==> src/rtl/instr_fetch_sequencer_if.sv <==
// rtl/instr_fetch_sequencer_if.sv - host/processor-side signal bundle for the instruction fetch sequencer
interface instr_fetch_sequencer_if #(
  parameter int AW = 4,
  parameter int CW = 8
);
  logic          load_en;
  logic [AW-1:0] load_addr;
  logic [8:0]    load_data;
  logic [AW:0]   prog_len;
  logic          start;
  logic          stop;
  logic          done;
  logic          run;
  logic [8:0]    din;
  logic [AW-1:0] pc;
  logic          busy;
  logic          prog_done;
  logic          err;
  logic [CW-1:0] instr_count;

  modport master (
    output load_en, load_addr, load_data, prog_len, start, stop, done,
    input  run, din, pc, busy, prog_done, err, instr_count
  );

  modport slave (
    input  load_en, load_addr, load_data, prog_len, start, stop, done,
    output run, din, pc, busy, prog_done, err, instr_count
  );
endinterface

==> src/rtl/instr_fetch_sequencer.sv <==
// rtl/instr_fetch_sequencer.sv - program RAM plus issue FSM that feeds the 9-bit bus processor
// Words go out on din with a one-cycle run pulse; mvi immediates follow in the next cycle.
module instr_fetch_sequencer #(
  parameter int          AW      = 4,
  parameter logic [2:0]  MVI_OP  = 3'b001,
  parameter int          TIMEOUT = 15,
  parameter int          CW      = 8
) (
  input  logic                  clk,
  input  logic                  rst_n,
  instr_fetch_sequencer_if.slave bus
);
  localparam int          DEPTH    = 1 << AW;
  localparam int          TW       = $clog2(TIMEOUT + 1);
  localparam logic [AW:0] DEPTH_L  = (AW+1)'(DEPTH);
  localparam logic [TW-1:0] TMO_LAST = TW'(TIMEOUT - 1);

  typedef enum logic [2:0] {
    S_IDLE,
    S_ISSUE,
    S_IMM,
    S_WAIT,
    S_FINISH
  } state_t;

  state_t        state, state_d;
  logic [AW:0]   ptr, ptr_d, ptr_inc;
  logic [AW:0]   len, len_d;
  logic [TW-1:0] tmo, tmo_d;
  logic          err, err_d;
  logic [CW-1:0] cnt, cnt_d;
  logic          ram_we;
  logic [8:0]    word;
  logic [8:0]    ram [DEPTH];

  // ptr is one bit wider than the address so a full-depth program ends cleanly
  assign word    = ram[ptr[AW-1:0]];
  assign ptr_inc = ptr + 1'b1;
  assign ram_we  = (state == S_IDLE) && bus.load_en && !bus.stop;

  always_ff @(posedge clk) begin
    if (ram_we) begin
      ram[bus.load_addr] <= bus.load_data;
    end
  end

  always_ff @(posedge clk or negedge rst_n) begin
    if (!rst_n) begin
      state <= S_IDLE;
      ptr   <= '0;
      len   <= '0;
      tmo   <= '0;
      err   <= 1'b0;
      cnt   <= '0;
    end else begin
      state <= state_d;
      ptr   <= ptr_d;
      len   <= len_d;
      tmo   <= tmo_d;
      err   <= err_d;
      cnt   <= cnt_d;
    end
  end

  always_comb begin
    state_d = state;
    ptr_d   = ptr;
    len_d   = len;
    tmo_d   = tmo;
    err_d   = err;
    cnt_d   = cnt;
    case (state)
      S_IDLE: begin
        if (bus.start && !bus.load_en) begin
          len_d   = (bus.prog_len > DEPTH_L) ? DEPTH_L : bus.prog_len;
          ptr_d   = '0;
          tmo_d   = '0;
          err_d   = 1'b0;
          cnt_d   = '0;
          state_d = (len_d == '0) ? S_FINISH : S_ISSUE;
        end
      end
      S_ISSUE: begin
        cnt_d   = (&cnt) ? cnt : cnt + 1'b1;
        ptr_d   = ptr_inc;
        state_d = (word[8:6] == MVI_OP) ? S_IMM : S_WAIT;
      end
      S_IMM: begin
        ptr_d = ptr_inc;
        if (bus.done) begin
          state_d = (ptr_inc >= len) ? S_FINISH : S_ISSUE;
        end else begin
          state_d = S_WAIT;
        end
      end
      S_WAIT: begin
        if (bus.done) begin
          tmo_d   = '0;
          state_d = (ptr >= len) ? S_FINISH : S_ISSUE;
        end else if (tmo == TMO_LAST) begin
          tmo_d   = '0;
          err_d   = 1'b1;
          state_d = S_FINISH;
        end else begin
          tmo_d = tmo + 1'b1;
        end
      end
      S_FINISH: begin
        state_d = S_IDLE;
      end
      default: begin
        state_d = S_IDLE;
      end
    endcase
    // stop wins over everything but leaves the error flag and count for inspection
    if (bus.stop) begin
      state_d = S_IDLE;
      ptr_d   = '0;
      tmo_d   = '0;
      len_d   = len;
      err_d   = err;
      cnt_d   = cnt;
    end
  end

  assign bus.run         = (state == S_ISSUE);
  assign bus.din         = ((state == S_ISSUE) || (state == S_IMM)) ? word : 9'd0;
  assign bus.pc          = ptr[AW-1:0];
  assign bus.busy        = (state != S_IDLE);
  assign bus.prog_done   = (state == S_FINISH);
  assign bus.err         = err;
  assign bus.instr_count = cnt;
endmodule

==> src/flat_wrapper.sv <==
// flat-port wrapper written by rule: the top's interface ports become plain ports
module instr_fetch_sequencer_flat 
#(
  parameter int          AW      = 4,
  parameter logic [2:0]  MVI_OP  = 3'b001,
  parameter int          TIMEOUT = 15,
  parameter int          CW      = 8
)
  (clk, rst_n, bus_load_en, bus_load_addr, bus_load_data, bus_prog_len, bus_start, bus_stop, bus_done, bus_run, bus_din, bus_pc, bus_busy, bus_prog_done, bus_err, bus_instr_count);
  instr_fetch_sequencer_if #(.AW(AW), .CW(CW)) bus_i ();
  input  logic clk;
  input  logic rst_n;
  input wire logic [$bits(bus_i.load_en)-1:0] bus_load_en;
  input wire logic [$bits(bus_i.load_addr)-1:0] bus_load_addr;
  input wire logic [$bits(bus_i.load_data)-1:0] bus_load_data;
  input wire logic [$bits(bus_i.prog_len)-1:0] bus_prog_len;
  input wire logic [$bits(bus_i.start)-1:0] bus_start;
  input wire logic [$bits(bus_i.stop)-1:0] bus_stop;
  input wire logic [$bits(bus_i.done)-1:0] bus_done;
  output wire logic [$bits(bus_i.run)-1:0] bus_run;
  output wire logic [$bits(bus_i.din)-1:0] bus_din;
  output wire logic [$bits(bus_i.pc)-1:0] bus_pc;
  output wire logic [$bits(bus_i.busy)-1:0] bus_busy;
  output wire logic [$bits(bus_i.prog_done)-1:0] bus_prog_done;
  output wire logic [$bits(bus_i.err)-1:0] bus_err;
  output wire logic [$bits(bus_i.instr_count)-1:0] bus_instr_count;
  assign bus_i.load_en = bus_load_en;
  assign bus_i.load_addr = bus_load_addr;
  assign bus_i.load_data = bus_load_data;
  assign bus_i.prog_len = bus_prog_len;
  assign bus_i.start = bus_start;
  assign bus_i.stop = bus_stop;
  assign bus_i.done = bus_done;
  assign bus_run = bus_i.run;
  assign bus_din = bus_i.din;
  assign bus_pc = bus_i.pc;
  assign bus_busy = bus_i.busy;
  assign bus_prog_done = bus_i.prog_done;
  assign bus_err = bus_i.err;
  assign bus_instr_count = bus_i.instr_count;
  instr_fetch_sequencer #(.AW(AW), .MVI_OP(MVI_OP), .TIMEOUT(TIMEOUT), .CW(CW)) u_core (.clk(clk), .rst_n(rst_n), .bus(bus_i));
endmodule
==> config.mk <==
export PLATFORM = sky130hd
export DESIGN_NAME = instr_fetch_sequencer_flat
export DESIGN_NICKNAME = d
export VERILOG_FILES = /design/src/rtl/instr_fetch_sequencer_if.sv /design/src/rtl/instr_fetch_sequencer.sv /design/src/flat_wrapper.sv
export SDC_FILE = /design/constraint.sdc
export NUM_CORES = 1
export LEC_CHECK = 0
export CAP_MARGIN = 0
export CELL_PAD_IN_SITES_DETAIL_PLACEMENT = 1
export CELL_PAD_IN_SITES_GLOBAL_PLACEMENT = 2
export CORE_MARGIN = 10
export CORE_UTILIZATION = 43
export DETAILED_ROUTE_END_ITERATION = 10
export PLACE_DENSITY = 0.8
export SETUP_SLACK_MARGIN = 0.1
export SLEW_MARGIN = 30
export SYNTH_ARGS = -nofsm -noshare
export SYNTH_HDL_FRONTEND = slang
export SYNTH_SLANG_ARGS = --single-unit
==> constraint.sdc <==
create_clock -name clk -period 4.1 [get_ports clk]
set_clock_uncertainty 0.2 [all_clocks]
set_input_delay 0.82 -clock clk [delete_from_list [all_inputs] [get_ports clk]]
set_output_delay 0.82 -clock clk [all_outputs]
set_load 0.005 [all_outputs]
[After elaboration in Yosys (flattened, before gate mapping)]
Memory sizes are Yosys's and may differ from the RTL's.
Index checks and enable logic that the tools add are counted.
Widths: inputs -> output; s select.
Cells by class
  add/subtract/negate cells: 3
  $mul: 0
  reductions and logical operators: 21
  div/mod/pow operators: 0
  magnitude comparators: 3
  bitwise gates (word level): 1
  eq/ne operators: 12
  mux-type cells: 29
  shift-type cells: 0
Operators by type and width (number)
  $mux 3: 8
  $mux 4: 4
  $mux 8: 2
  $pmux 8 s2: 1
  $mux 5: 3
  $pmux 3 s4: 1
  $ge 5x5->1: 2
  $pmux 5 s2: 1
  $mux 9: 1
  $reduce_bool 3->1: 3
  $add 8x1->8 const B: 1
  $pmux 4 s2: 1
  $reduce_and 8->1: 1
  $eq 3x1->1 const B: 2
  $eq 3x2->1 const B: 2
  $mux 1: 6
  $ne 2x2->1 const B: 3
  $reduce_and 2->1: 3
  $add 5x1->5 const B: 1
  $gt 5x5->1 const B: 1
  $logic_not 5->1: 1
  $reduce_and 5->1: 1
  $add 4x1->4 const B: 1
  $eq 4x4->1 const B: 1
  other kinds (14): 18
Storage, ports and cells
  logic and storage cells: 76
  RAM bits: 144
  flip-flop bits (word level): 26
  input port bits: 24
  bits in latches: 0
  memories kept: 1
  memory bits (read-only): 0
Memory list
  u_core.ram: words 16, width 9, read ports 1, clocked after memory_dff 0, write ports 1, RTL line instr_fetch_sequencer.sv:34  | logic [8:0] ram [DEPTH];

[Longest topological paths before layout]
  depth in word-level cells: 7
  gate-level depth with buffers: 11
  mapped depth without buffers: 9

[Worst setup path before layout]
Ideal clock, no wire load.
  path kind: in2reg
  from: input port bus_stop
  to: memory u_core.ram[0][0] (enable)
  arrival: 2.292 ns
  cell stages on the path: 5
  path slack: 1.221 ns
  cells stage by stage: clkbuf_1 > nor2_1 > nand2_1 > or3_1 > nor3_1
On the way
  word-level cells in the longest chain between the ends: 4
RTL lines
  start: declaration: RTL line flat_wrapper.sv:18  | input wire logic [$bits(bus_i.stop)-1:0] bus_stop;
  $logic_not 1->1: RTL line instr_fetch_sequencer.sv:39  | assign ram_we = (state == S_IDLE) && bus.load_en && !bus.stop;
  $logic_and 1x1->1: RTL line instr_fetch_sequencer.sv:39
  $mux 1: RTL line instr_fetch_sequencer.sv:42  | if (ram_we) begin
  $mux 1 (implied by the code): RTL line instr_fetch_sequencer.sv:43  | ram[bus.load_addr] <= bus.load_data;
  end: declaration: RTL line instr_fetch_sequencer.sv:34
Every way passes these cells.

[Final worst setup path]
  from: register u_core.ptr[2]
  to: output port bus_din[7]
On the way
  word-level cells in the longest chain between the ends: 2
RTL lines
  start: declaration: RTL line instr_fetch_sequencer.sv:27  | logic [AW:0] ptr, ptr_d, ptr_inc;
  start signal: assignment: RTL line instr_fetch_sequencer.sv:57  | ptr <= ptr_d;
  $mem_v2 16x9
  $mux 9: RTL line instr_fetch_sequencer.sv:127  | assign bus.din = ((state == S_ISSUE) || (state == S_IMM)) ? word : 9'd0;
  end: declaration: RTL line flat_wrapper.sv:21  | output wire logic [$bits(bus_i.din)-1:0] bus_din;
Every way passes these cells.

==> flow_summary.yaml <==
status:
  status: "complete, no violations"
synth:
  yosys-top-cells-count: "edfxtp_1, mux2i_1, nor2_1, dfrtp_1, nand2_1"
  synth_nets: 498
  synth_edf_count: 144
  yosysSeqAreaShare: 0.688
  synth-main-ff-cell: "edfxtp_1"
  synth.area.top_cells: "edfxtp_1, dfrtp_1, mux4_2, mux2i_1, ha_1"
  syn_area_um2: 7230
  syn_inst: 460
  ys_types: 47
  ys_async_sr_fraction: 0.153
  ys_ff_latch: 170
  yosysTopAreaCell: "edfxtp_1"
  synth_top_area_share: 0.598
  yosys_warnings: 0
  synth.most_common_cell: "edfxtp_1"
  avgSynthCellArea_um2: 15.7
worst_setup_path:
  slowest_stage: "a221oi_1"
  path_max_fanout: 11
  crit_path_start_kind: "flop"
  critPathKind: "reg2out"
  critical-path-top-delay-family: "compound AO/OA/AOI/OAI gates"
  critical-path-max-stage-delay_ns: 0.57
  cp.required_ns: 3.08
  cp.buffers_inverters: 1
  worst_ep_arrival_time_ns: 2.86
  endpoint_kind: "output pin"
  cp_cell_sequence: "and2_1, a221oi_1, o21ai_0, a21oi_1, clkdlybuf4s50_1"
die:
  fp.dieW_um: 150
  num_rows: 47
  core-area_um2: 16500
  die_area_um2: 22400
  num_io_pins: 49
  start_util: 0.438
  die_height_um: 150
sta:
  fin_ws_ns: 0.219
  finalCriticalPeriod_ns: 3.88
  period_share: 0.947
  fmax_ghz: 0.258
  slew_violations: 0
  worst_pin_slew_ns: 0.720
  relSlewSlack: 0.518
  hold_violations: 0
  setup_tns_ns: 0
  setup_violations: 0
  rsz0062_at_grt: "yes"
global_routing:
  grtUsageTotal: 0.159
  grt_pass1_vias: 4614
  gr-total-overflow: 0
  grt_max_degree: 27
  antenna_found_initial: 0
  grt_pass1_wl_um: 26900
detailed_routing:
  ant_nets: 0
  dr.pass1.iters: 5
  wl_um: 17400
  drt_iter0_drc: 311
  post-route-drc-count: 0
  num_vias: 4259
  avgViaCountPerCell: 5.60
  wl_per_cell_um: 22.8
power_and_ir_drop:
  peakVddDrop_uv: 296
  power.share.switching: 0.275
  p_int_mw: 3.13
  p_switching_mw: 1.19
  seqPwrFrac: 0.466
  power-per-cell-area_nw_per_um2: 501
  p_clk_frac: 0.346
  p_leak_nw: 2.91
  comb_power_share: 0.188
  total_power_mw: 4.32
placement:
  pre_cts_slack_ns: 0.453
  dp_hpwl_um: 11800
  port_buffers: 48
  gp_congestion: 0.816
final_layout:
  n_fill_cell: 1565
  layout-area-overhead-vs-synth_pct: 19.1
  postLayoutCoreUtil: 0.521
  antenna_cells: 0
  drive_above_1_share: 0.148
  fin_nets: 566
clock_network:
  clockBufferDepth: 2
  htreeDepth: 4
  clkSinkCount: 170
  clk_latency_ns: 0.43
  cts.clk_slew.worst_paths_ns: 0.07
  cts_hold_buffers: 0
  cts-root-buf: "clkbuf_16"
  cts_tree: "built"
  cts_buffers: 17
run:
  cap_viol_max_count: 0
worst_hold_path:
  hold_path.class: "reg2reg"
## final cells by class
cell class                 instances  area (um2)  area share
clock inverter                    12         108      0.0125
timing repair buffer              72         672      0.0780
tap                              220         275      0.0320
inverter                          10        37.5     0.00436
multi-input combinational        257        2110       0.244
clock buffer                      20         437      0.0507
sequential                       170        4980       0.578
## worst register-to-register path: cells and delay by family, from the launching register on
kind	cells	cell delay (ns)
buf+inv	1	0.24
flops	1	0.62
compound gates	3	0.88
simple gates	2	0.19
xor+xnor	1	0.17
fa+ha+maj	2	0.57
## worst paths after layout
check / from / end / slack [ns] / depth (start not counted)
max reg2reg: u_core.ptr[0] / u_core.state[2] / 1.12 / 9
min in group asynchronous: rst_n / u_core.tmo[2] / 0.57 / 2
max in group asynchronous: rst_n / u_core.ptr[0] / 2.81 / 2
min reg2reg: u_core.tmo[2] / u_core.tmo[2] / 0.32 / 1
min: u_core.tmo[2] / u_core.tmo[2] / 0.32 / 1
max: u_core.ptr[2] / bus_din[7] / 0.22 / 5
## stage by stage
step	hold slack, ns	cell area [um2]	cells
2_1_floorplan	0.265	7230	460
3_3_place_gp	0.287	8040	728
3_5_place_dp	0.311	8040	728
4_1_cts	0.323	8610	761
5_1_grt	0.349	8610	761
6_report	0.319	8610	761
## cell usage in the layout (no fill, tap or decap), drive strengths merged, types with 2 or more instances in the layout
cell / n
o221ai: 12
nand3b: 5
and2: 2
and3: 3
nand2: 25
clkinv: 5
buf: 24
nand3: 4
a22o: 3
mux2i: 37
dfrtp: 26
inv: 16
a21oi: 9
a22oi: 2
nor2b: 2
a221oi: 7
xor2: 7
or3: 3
nor2: 30
clkdlybuf4s50: 48
nor3b: 2
mux4: 18
edfxtp: 144
o21ai: 19
o21a: 2
a2111oi: 3
clkbuf: 20
o22ai: 6
nand2b: 8
xnor2: 2
o31ai: 2
nor3: 11
nand4: 3
a211oi: 6
nor4: 2
ha: 14
## power by group through the flow
stage | Clock [mW] | Sequential (mW) | Combinational [mW]
floorplan | 0 | 1.99 | 0.564
global placement | 0 | 2.07 | 0.762
detailed placement | 0 | 2.07 | 0.780
CTS | 1.51 | 2.01 | 0.827
global route | 1.59 | 2.02 | 0.894
finish | 1.49 | 2.01 | 0.813
## what timing repair did
item	in CTS	in global routing
buffers inserted	1	0
gates resized for setup	2	2
setup endpoints to repair	7	6
## metal layers
layer / wire (um) / up-vias / global-route usage
met4: 176 / 0 / 0.0476
met5: 0 / - / 0
li1: - / 1939 / -
met2: 8570 / 88 / 0.254
met3: 777 / 15 / 0.0371
met1: 7830 / 2217 / 0.212
## registers in the layout, summed over array words and instances, names as in the netlist
| signal | cells |
|---|---|
| u_core.ram | 144 |
| u_core.bus.instr_count | 8 |
| u_core.tmo | 4 |
| u_core.ptr | 5 |
| u_core.state | 3 |
| u_core.bus.err | 1 |
| u_core.len | 5 |
## cell families (layout without fill, tap and decap cells)
family	Yosys count	count (layout)	synth area share
buf+inv	33	114	0.0221
xor+xnor	9	9	0.0109
fa+ha+maj	14	14	0.0242
simple gates	101	101	0.0694
mux	56	56	0.109
compound gates	77	77	0.0768
flops	170	170	0.688
(Power assumes the default switching activity.)
